<file path="config.mk">
export PLATFORM = sky130hd
export DESIGN_NAME = alu_add_arb
export DESIGN_NICKNAME = d
export VERILOG_FILES = /design/src/rtl/alu_add_arb.sv
export SDC_FILE = /design/constraint.sdc
export NUM_CORES = 1
export LEC_CHECK = 0
export CAP_MARGIN = 10
export CORE_MARGIN = 5
export CORE_UTILIZATION = 30
export CTS_CLUSTER_DIAMETER = 80
export CTS_CLUSTER_SIZE = 10
export DETAILED_ROUTE_END_ITERATION = 7
export PLACE_DENSITY_LB_ADDON = 0.12
export SLEW_MARGIN = 15
export SYNTH_ARGS = -nofsm -noshare
export SYNTH_HDL_FRONTEND = slang
export SYNTH_SLANG_ARGS = --single-unit
</file>
<file path="constraint.sdc">
create_clock -name clk -period 6.85 [get_ports clk]
set_input_delay 1.37 -clock clk [delete_from_list [all_inputs] [get_ports clk]]
set_output_delay 1.37 -clock clk [all_outputs]
set_load 0.02 [all_outputs]
</file>
<file path="src/rtl/alu_add_arb.sv">
// alu_add_arb: shares one 32-bit adder among NUM_REQ requesters.
// Requesters are granted one per cycle; the sum, carry and requester ID are
// returned from a registered output stage that supports backpressure.
//
// Build option: define ALU_ADD_ARB_FIXED_PRIO_EN for fixed-priority
// arbitration (lowest asserted index wins, no rotating pointer). With the
// macro undefined the arbiter is round-robin.
//
// Handshake: a transfer on either side happens on a rising edge where
// valid && ready are both high. The requester side may not make req_valid
// depend on req_ready, and must hold operands stable while req_valid is high.
// The response holds rsp_result/rsp_carry/rsp_id stable while
// rsp_valid && !rsp_ready.
module alu_add_arb #(
  parameter int NUM_REQ = 4,
  parameter int ID_W    = 2
) (
  input  logic                    clk,
  input  logic                    rst_n,
  input  logic [NUM_REQ-1:0]      req_valid,
  output logic [NUM_REQ-1:0]      req_ready,
  input  logic [NUM_REQ*32-1:0]   req_data0,
  input  logic [NUM_REQ*32-1:0]   req_data1,
  output logic                    rsp_valid,
  input  logic                    rsp_ready,
  output logic [31:0]             rsp_result,
  output logic                    rsp_carry,
  output logic [ID_W-1:0]         rsp_id
);

  localparam int PW = ID_W + 1;

  logic               accept;
  logic               any_grant;
  logic               transfer;
  logic [NUM_REQ-1:0] grant;
  logic [ID_W-1:0]    grant_id;
  logic [ID_W-1:0]    scan_start;
  logic [PW-1:0]      scan_wide;
  logic [ID_W-1:0]    scan_idx;
  logic [31:0]        op_a;
  logic [31:0]        op_b;
  logic [32:0]        sum;

  // The output register can take a new response when it is empty or draining.
  assign accept = !rsp_valid || rsp_ready;

`ifdef ALU_ADD_ARB_FIXED_PRIO_EN
  // Fixed priority: the scan always begins at requester 0.
  assign scan_start = '0;
`else
  logic [ID_W-1:0] rr_ptr;
  assign scan_start = rr_ptr;
`endif

  // Pick the first valid requester scanning upward from scan_start, wrapping.
  always_comb begin
    grant     = '0;
    grant_id  = '0;
    any_grant = 1'b0;
    scan_wide = '0;
    scan_idx  = '0;
    for (int k = 0; k < NUM_REQ; k++) begin
      scan_wide = {1'b0, scan_start} + PW'(k);
      if (scan_wide >= PW'(NUM_REQ)) scan_wide = scan_wide - PW'(NUM_REQ);
      scan_idx = scan_wide[ID_W-1:0];
      if (!any_grant && req_valid[scan_idx]) begin
        grant[scan_idx] = 1'b1;
        grant_id        = scan_idx;
        any_grant       = 1'b1;
      end
    end
  end

  // Grants are only exposed when the output stage can accept and not in reset.
  assign req_ready = (rst_n && accept) ? grant : '0;
  assign transfer  = rst_n && accept && any_grant;

  // Route the winner's operands into the single shared adder.
  always_comb begin
    op_a = '0;
    op_b = '0;
    for (int i = 0; i < NUM_REQ; i++) begin
      if (grant_id == ID_W'(i)) begin
        op_a = req_data0[32*i +: 32];
        op_b = req_data1[32*i +: 32];
      end
    end
  end

  assign sum = {1'b0, op_a} + {1'b0, op_b};

  // Output stage: load on transfer, clear valid on drain, hold while stalled.
  always_ff @(posedge clk or negedge rst_n) begin
    if (!rst_n) begin
      rsp_valid  <= 1'b0;
      rsp_result <= '0;
      rsp_carry  <= 1'b0;
      rsp_id     <= '0;
    end else if (transfer) begin
      rsp_valid  <= 1'b1;
      rsp_result <= sum[31:0];
      rsp_carry  <= sum[32];
      rsp_id     <= grant_id;
    end else if (rsp_valid && rsp_ready) begin
      rsp_valid  <= 1'b0;
    end
  end

`ifndef ALU_ADD_ARB_FIXED_PRIO_EN
  // Round-robin pointer moves just past the winner, only when a transfer occurs.
  always_ff @(posedge clk or negedge rst_n) begin
    if (!rst_n) begin
      rr_ptr <= '0;
    end else if (transfer) begin
      if (grant_id == ID_W'(NUM_REQ - 1)) rr_ptr <= '0;
      else                                rr_ptr <= grant_id + ID_W'(1);
    end
  end
`endif

endmodule

</file>
==> results of run 1 <==
## worst max path at each step
| stage | slack [ns] | cells after the start | endpoint | start |
|---|---|---|---|---|
| floorplan | 1.02 | 23 | rsp_result[20]$_DFFE_PN0P_ | req_valid[2] |
| CTS | 0.19 | 22 | rsp_result[24]$_DFFE_PN0P_ | req_valid[3] |
| global route | 0.001 | 23 | rsp_result[24]$_DFFE_PN0P_ | req_valid[3] |
| detailed placement | -0.09 | 22 | rsp_result[24]$_DFFE_PN0P_ | req_valid[3] |
| global placement | 0.04 | 22 | rsp_result[28]$_DFFE_PN0P_ | req_valid[3] |
| finish | 0.37 | 23 | rsp_result[25]$_DFFE_PN0P_ | req_valid[3] |
## layout make-up
type	count	area [um2]
clock inverter	2	12.51
clock buffer	6	138.9
fill	1948	9515
inverter	9	33.78
timing repair buffer	338	3337
tap	260	325.3
multi-input combinational	826	4579
sequential	38	950.9
## through the flow
stage,hold slack [ns],utilization,TNS (ns)
after floorplan,0.5812,-,0
after global placement,0.4608,0.4866,0
after detailed placement,0.4697,0.4866,-0.3698
after CTS,0.4824,0.4946,0
after global routing,0.5067,0.4964,0
final,0.4747,0.4964,0
## Yosys cell counts (3+ instances only)
library cell  instances
o31ai_1               5
nand3_1               8
buf_1                11
inv_1                 9
xnor2_1              14
a21o_1               14
nor2_1              169
a22oi_1               5
a211oi_1              5
a21oi_1             160
o21ai_0             116
nand2_1             190
buf_2                 9
a221oi_1              6
nor3_1                5
clkbuf_1             52
dfrtp_1              38
ha_1                 43
o211ai_1              4
xor2_1               16
o21bai_1              3
nand4_1               9
mux2_2                4
## kinds of logic after synthesis
logic type / after synthesis / share of synthesized area
AO/OA/AOI/OAI: 344 / 0.3369
XOR/XNOR: 30 / 0.04524
adder cells (fa/ha/maj): 44 / 0.09608
buffers and inverters: 83 / 0.05752
flip-flops: 38 / 0.1637
multiplexers: 10 / 0.02800
AND/OR/NAND/NOR: 398 / 0.2725
## sequential cells by signal, summed over array words and instances (netlist names)
name,flops
rsp_result,32
rr_ptr,2
rsp_id,2
rsp_carry,1
rsp_valid,1
## per-layer routing
layer  wire length (um)  up-vias  global-route usage
li1                   -     3837                   -
met5                  0        -                   0
met4                208        0             0.02609
met2              11730      252              0.3560
met3               1705       18             0.03616
met1              10690     3179              0.2764
## worst max-delay path, stage by stage
cell and delay [ns]:
clkdlybuf4s50_1 0.52, mux4_2 0.60, nor2_2 0.13, nor2_1 0.05, o32a_1 0.33, nor2_2 0.10
a21oi_2 0.05, inv_1 0.16, ha_4 0.35, buf_16 0.28, nor2_1 0.09, a21oi_1 0.13
nor2_1 0.05, a21oi_1 0.11, o21ai_0 0.11, ha_1 0.42, and3_1 0.22, a221o_1 0.32
a31o_2 0.26, a211oi_4 0.39, o221ai_1 0.23, xnor2_1 0.17, o21ai_0 0.08
## repair_timing
action,CTS,global route
setup endpoints to repair,0,10
resized for setup,0,3
buffers inserted,0,1
==> results.cfg, run 1 <==
[placement]
dp_hpwl_um = 20520
dpl_cell_area_mm2 = 0.009193
io_buffer_count = 302
dp.cells = 1470
dp_worst_setup_slack_ns = -0.09185
gp_congestion = 0.8901

[floorplan]
die_h_um = 149.1
dieArea_mm2 = 0.02224
core_area_mm2 = 0.01889
io-pin-count = 303
die_w_um = 149.1
placementRows = 50
start_util = 0.3074

[routing]
drtPass1Iterations = 5
drc = 0
ant_nets = 0
drt_iter0_drc = 382
wire_per_inst_um = 16.45
route.vias.total = 7286
vias_per_cell = 4.926
wirelength_um = 24330

[logic_synthesis]
async_reset_ff_frac = 1.000
yosys-top-cells-area = dfrtp_1, a21oi_1, nand2_1
yosysTopAreaCellShare = 0.1637
syn_nets = 1254
ys.flop_type = dfrtp_1
synth_cells = 947
syn_avg_cell_area_um2 = 6.133
yosys.area.top_type = dfrtp_1
yosysWarnings = 0
ys_ff_latch = 38
synth_edf_count = 0
synth.cell_area_mm2 = 0.005808
ys_seq_area_frac = 0.1637
ys_types = 60

[sta]
min_period_ns = 6.478
rsz0062_at_grt = false
relSlewSlack = 0.4429
skew_ns = 0.003936
finalMaxSlewViolations = 0
period_share = 0.9458
max_freq_mhz = 154.4
tightest_slew_ns = 0.8357
setup_slack_ns = 0.3716
setup_viol = 0
hold_viol_final = 0

[final_layout]
fin_cells = 1479
final_area_mm2 = 0.009378
drive_above_1_share = 0.05578
area_delta_synth_final_pct = 61.46
antenna_cells = 0
layout_common_cells = clkdlybuf4s50_1, nand2_1, nor2_1
layout_commonest_cell = clkdlybuf4s50_1
nets = 1525

[global_routing]
grt_max_degree = 83
grt_pass1_wl_um = 36740
grt.total_usage = 0.2060
grt_pass1_vias = 6854
antenna_found_initial = 0
grt_overflow = 0

[setup_path]
arrival_ns = 6.63
cp-start-kind = input port
rr_startpoint = rr_ptr[0]$_DFFE_PN0P_
end_kind = register
rr_worst_depth = 24
crit_fanout = 82
regToRegEndpoint = rsp_result[25]$_DFFE_PN0P_
cp_data_required_time_ns = 7.00
critPathKind = input port to register
rrSetupSlack_ns = 0.77

[clock_tree]
cts_tree = done
numCtsBuffers = 5
hold_buffers = 0
cts_root_buffer = clkbuf_16
h-tree-depth = 2
clk_latency_ns = 0.27
cts.sinks = 38
clk_pin_slew_ns = 0.06
cts_buffer_depth = 2

[run]
max_cap_violations = 0

[run_status]
outcome = completed

[hold_path]
min-delay-start = rsp_result[31]$_DFFE_PN0P_
hold_path_class = register to register
min_path_cells = 2
hold_end = rsp_result[31]$_DFFE_PN0P_
Power of run 1 is not shown: default switching activity piles up to over one toggle a cycle in this logic, so the estimate is an artifact.
==> inputs of run 2 (changes only) <==
- REMOVE_ABC_BUFFERS: default -> 1
==> run 2 against run 1 <==
Effect of this change:
- routed wire length down 13%
- first-iteration DRC count shrank 30%
- critical path depth rose by 2
- worst setup slack improved by 0.12 ns
- design area decreased by 1.1%
- fmax grew 1.8%
- count of clock-buffer cells in the layout unchanged
- global-route usage is 2.5 points lower
- via count shrank 2.0%
- die area stayed put
- critical path type unchanged
- critical endpoint is now rsp_result[31]$_DFFE_PN0P_
- largest cell class unchanged
==> results.cfg, run 2 (same netlist as run 1, synthesis figures left out) <==
[global_routing]
antenna_found_initial = 0
grt_max_degree = 65
grt.total_usage = 0.1808
grt_pass1_vias = 6683
grt_overflow = 0
grt_pass1_wl_um = 33510

[hold_path]
hold_path_class = register to register
min_path_cells = 2

[sta]
hold_viol_final = 0
tightest_slew_ns = 0.6405
relSlewSlack = 0.5730
tns_ns = 0
rsz0062_at_grt = false
min_period_ns = 6.363
max_freq_mhz = 157.2
finalMaxSlewViolations = 0
period_share = 0.9288
skew_ns = 0.006834
setup_viol = 0

[setup_path]
rr_worst_depth = 26
critPathKind = input port to register
critPathTopFamily = compound AO/OA/AOI/OAI gates
arrival_ns = 6.50
end_kind = register
cp_num_cells = 25
cpMaxStageDelayCell = mux4_2
cp_slowest_stage_delay_ns = 0.61
crit_top_cell = nor2_1
cp_data_required_time_ns = 6.98
cp-start-kind = input port
crit_buf_inv = 4
crit_fanout = 32

[floorplan]
start_util = 0.3074
die_h_um = 149.1
io-pin-count = 303
placementRows = 50
core_area_mm2 = 0.01889
die_w_um = 149.1
dieArea_mm2 = 0.02224

[placement]
gp_congestion = 0.8763
dpl_cell_area_mm2 = 0.009117
dp_hpwl_um = 17560
io_buffer_count = 302
dp.cells = 1460

[clock_tree]
h-tree-depth = 2
cts.sinks = 38
cts_buffer_depth = 2
hold_buffers = 0
clk_pin_slew_ns = 0.05
cts_tree = done
clk_latency_ns = 0.28
numCtsBuffers = 5
cts_root_buffer = clkbuf_16

[routing]
drt_iter0_drc = 266
vias_per_cell = 4.861
drtPass1Iterations = 5
drc = 0
route.vias.total = 7141
wirelength_um = 21240
ant_nets = 0
wire_per_inst_um = 14.46

[final_layout]
fin_cells = 1469
antenna_cells = 0
top_regs = rsp_result (32), rr_ptr (2), rsp_id (2)
largest_reg_flops = 32
area_delta_synth_final_pct = 59.69
final_area_mm2 = 0.009275
regMostFlops = rsp_result
utilization = 0.4909
drive_above_1_share = 0.04632
layout_common_cells = clkdlybuf4s50_1, nand2_1, nor2_1
layout_commonest_cell = clkdlybuf4s50_1
nets = 1515

[run]
max_cap_violations = 0

[run_status]
outcome = completed
[run 2: worst reg2reg max path, delay by kind of cell, from the launching register on]
kind | cells | cell delay, ns
xor+xnor | 1 | 0.18
fa+ha+maj | 3 | 1.04
flops | 1 | 0.75
simple gates | 7 | 0.76
compound gates | 10 | 1.92
buf+inv | 4 | 0.74
mux | 1 | 0.43
[run 2: what timing repair did]
action,in CTS,in global routing
endpoints found under the hold margin,0,0
buffers inserted,0,1
endpoints found under the setup margin,0,1
resized for setup,0,2
[run 2: final cells by class]
class	count	area, um2
clock inverter	2	13.76
fill	1985	9618
tap	260	325.3
multi-input combinational	826	4564
sequential	38	950.9
inverter	9	33.78
clock buffer	6	128.9
timing repair buffer	328	3258
[run 2: path summary, 6_finish.rpt]
check	start	to	slack [ns]
setup / recovery	req_valid[1]	rsp_result[31]$_DFFE_PN0P_	0.49
hold / removal	rsp_result[20]$_DFFE_PN0P_	rsp_result[20]$_DFFE_PN0P_	0.47
setup reg to reg	rr_ptr[0]$_DFFE_PN0P_	rsp_result[31]$_DFFE_PN0P_	0.90
hold reg to reg	rsp_result[20]$_DFFE_PN0P_	rsp_result[20]$_DFFE_PN0P_	0.47
max in group asynchronous	rst_n	rsp_carry$_DFFE_PN0P_	5.33
min in group asynchronous	rst_n	rsp_result[1]$_DFFE_PN0P_	1.15
[run 2: per-layer routing]
layer	up-vias	part of all wire	routed length [um]	global-route usage
met5	-	0	0	0
li1	3816	-	-	-
met3	20	0.065	1374	0.02917
met1	3091	0.46	9706	0.2442
met4	0	0.015	329	0.03982
met2	214	0.46	9827	0.3039
[run 2: per-stage QoR]
step | hold slack (ns) | setup WS (ns)
global route | 0.4965 | 0.04582
floorplan | 0.5900 | -1.051
global placement | 0.4594 | 0.2222
CTS | 0.4812 | 0.3757
detailed placement | 0.4689 | 0.08923
finish | 0.4748 | 0.4874
Power of run 2 is left out for the same reason.
==> inputs of run 3 (changes only) <==
- CORE_MARGIN: 5 -> 2
- CORE_UTILIZATION: 30 -> 35
- TNS_END_PERCENT: default -> 1
==> run 3 against run 2 <==
Effect of this change:
- global-route usage grew 3.5 points
- first-iteration DRC count grew 40%
- fmax shrank 1.3%
- non-clock buffer count shrank 7
- clock skew shrank 0.00081 ns
- flip-flop and latch count is the same
- design area shrank 0.61%
- utilization grew 7.1 points
- routed wire length shrank 8.3%
- cell count shrank 3.2%
==> results.cfg, run 3 (same netlist as run 1, synthesis figures left out) <==
[final_layout]
top_regs = rsp_result (32), rr_ptr (2), rsp_id (2)
utilization = 0.5619
area_delta_synth_final_pct = 58.72
n_fill_cell = 1650
layout_commonest_cell = clkdlybuf4s50_1
drive_above_1_share = 0.04243
regMostFlops = rsp_result
fin_cells = 1422
largest_reg_flops = 32
layout_common_cells = clkdlybuf4s50_1, nand2_1, nor2_1
nets = 1508
antenna_cells = 0

[setup_path]
cp-start-kind = input port
arrival_ns = 6.58
critPathKind = input port to register
crit_fanout = 9
cp_data_required_time_ns = 6.98
end_kind = register

[floorplan]
start_util = 0.3540
die_h_um = 132.8
core_area_mm2 = 0.01641
placementRows = 47
io-pin-count = 303
dieArea_mm2 = 0.01764
die_w_um = 132.8

[global_routing]
grt_pass1_wl_um = 32330
antenna_found_initial = 0
grt.total_usage = 0.2161
grt_pass1_vias = 6816
grt_max_degree = 74
grt_overflow = 0

[clock_tree]
post_cts.repair.setup_buffers = 0
cts_root_buffer = clkbuf_16
cts_buffer_depth = 2
clk_latency_ns = 0.28
cts.sinks = 38
clk_pin_slew_ns = 0.06
cts_tree = done
h-tree-depth = 2
numCtsBuffers = 5

[run]
max_cap_violations = 0

[run_status]
outcome = completed

[hold_path]
hold_path_class = register to register

[sta]
finalMaxSlewViolations = 0
max_freq_mhz = 155.2
relSlewSlack = 0.3918
rsz0062_at_grt = false
tightest_slew_ns = 0.9123
skew_ns = 0.006028
min_period_ns = 6.444
hold_viol_final = 0
setup_viol = 0
period_share = 0.9408

[placement]
dp.cells = 1414
io_buffer_count = 302
gp_congestion = 0.8594
dp_hpwl_um = 15650

[routing]
drc = 0
drtPass1Iterations = 5
wire_per_inst_um = 13.70
wirelength_um = 19480
drt_iter0_drc = 373
ant_nets = 0
route.vias.total = 7210
vias_per_cell = 5.070
[run 3: cell types whose count changed in the layout (fill, tap and decap cells not counted)]
cell and delta:
clkinv_2 +1, clkbuf_1 -1, nor2b_1 -1, buf_4 -8, bufinv_16 +1, buf_12 +2
nor2b_2 +1, buf_6 -1, clkinv_4 -1
[run 3: per-stage QoR]
step	worst slack (ns)	area [um2]	hold WS [ns]	TNS, ns
after floorplan	-1.051	5508	0.5900	-18.11
after global placement	0.1398	9047	0.4603	0
after detailed placement	0.05356	9047	0.4686	0
after CTS	0.3305	9213	0.4816	0
after global routing	0.01031	9219	0.5112	0
final	0.4055	9219	0.4758	0
[run 3: worst paths after layout]
check	from	end	slack [ns]	cells after the start
worst max register to register	rr_ptr[0]$_DFFE_PN0P_	rsp_result[24]$_DFFE_PN0P_	0.79	24
worst max-delay path	req_valid[2]	rsp_result[24]$_DFFE_PN0P_	0.41	23
max in group asynchronous	rst_n	rsp_result[5]$_DFFE_PN0P_	5.05	1
worst min-delay path	rsp_result[21]$_DFFE_PN0P_	rsp_result[21]$_DFFE_PN0P_	0.48	2
min in group asynchronous	rst_n	rr_ptr[0]$_DFFE_PN0P_	1.22	1
worst min register to register	rsp_result[21]$_DFFE_PN0P_	rsp_result[21]$_DFFE_PN0P_	0.48	2
[run 3: routing by layer]
layer	global-route usage	wire length, um	part of all wire
met1	0.2846	8826	0.45
met5	0	0	0
met4	0.06033	372	0.019
met2	0.3731	9242	0.47
met3	0.02529	1037	0.053
[run 3: layout make-up]
cell class                 count  area [um2]  share of cell area
tap                          220       275.3             0.02986
inverter                       9       33.78            0.003664
timing repair buffer         321        3227              0.3500
multi-input combinational    826        4567              0.4954
clock buffer                   5       125.1             0.01357
sequential                    38       950.9              0.1031
clock inverter                 3       40.04            0.004343
[run 3: timing repair]
item                       CTS  global route
hold buffers                 0             0
gates resized for setup      0             2
setup endpoints to repair    0             9
[run 3: critical path: stages]
cell and delay (ns):
clkdlybuf4s50_1 0.54, mux4_2 0.63, nor2b_2 0.28, o32a_1 0.20, nor2_2 0.04, a21oi_2 0.25, inv_1 0.14, ha_2 0.25
nand2_1 0.08, nor2_1 0.04, a21oi_1 0.12, nor2_1 0.05, a21oi_1 0.11, o21ai_0 0.10, ha_1 0.24, fa_1 0.40
a21o_1 0.23, a221oi_2 0.33, o21ai_1 0.20, a211o_1 0.44, a41oi_2 0.23, xor2_1 0.20, o21ai_0 0.09
Power of run 3 is left out for the same reason.
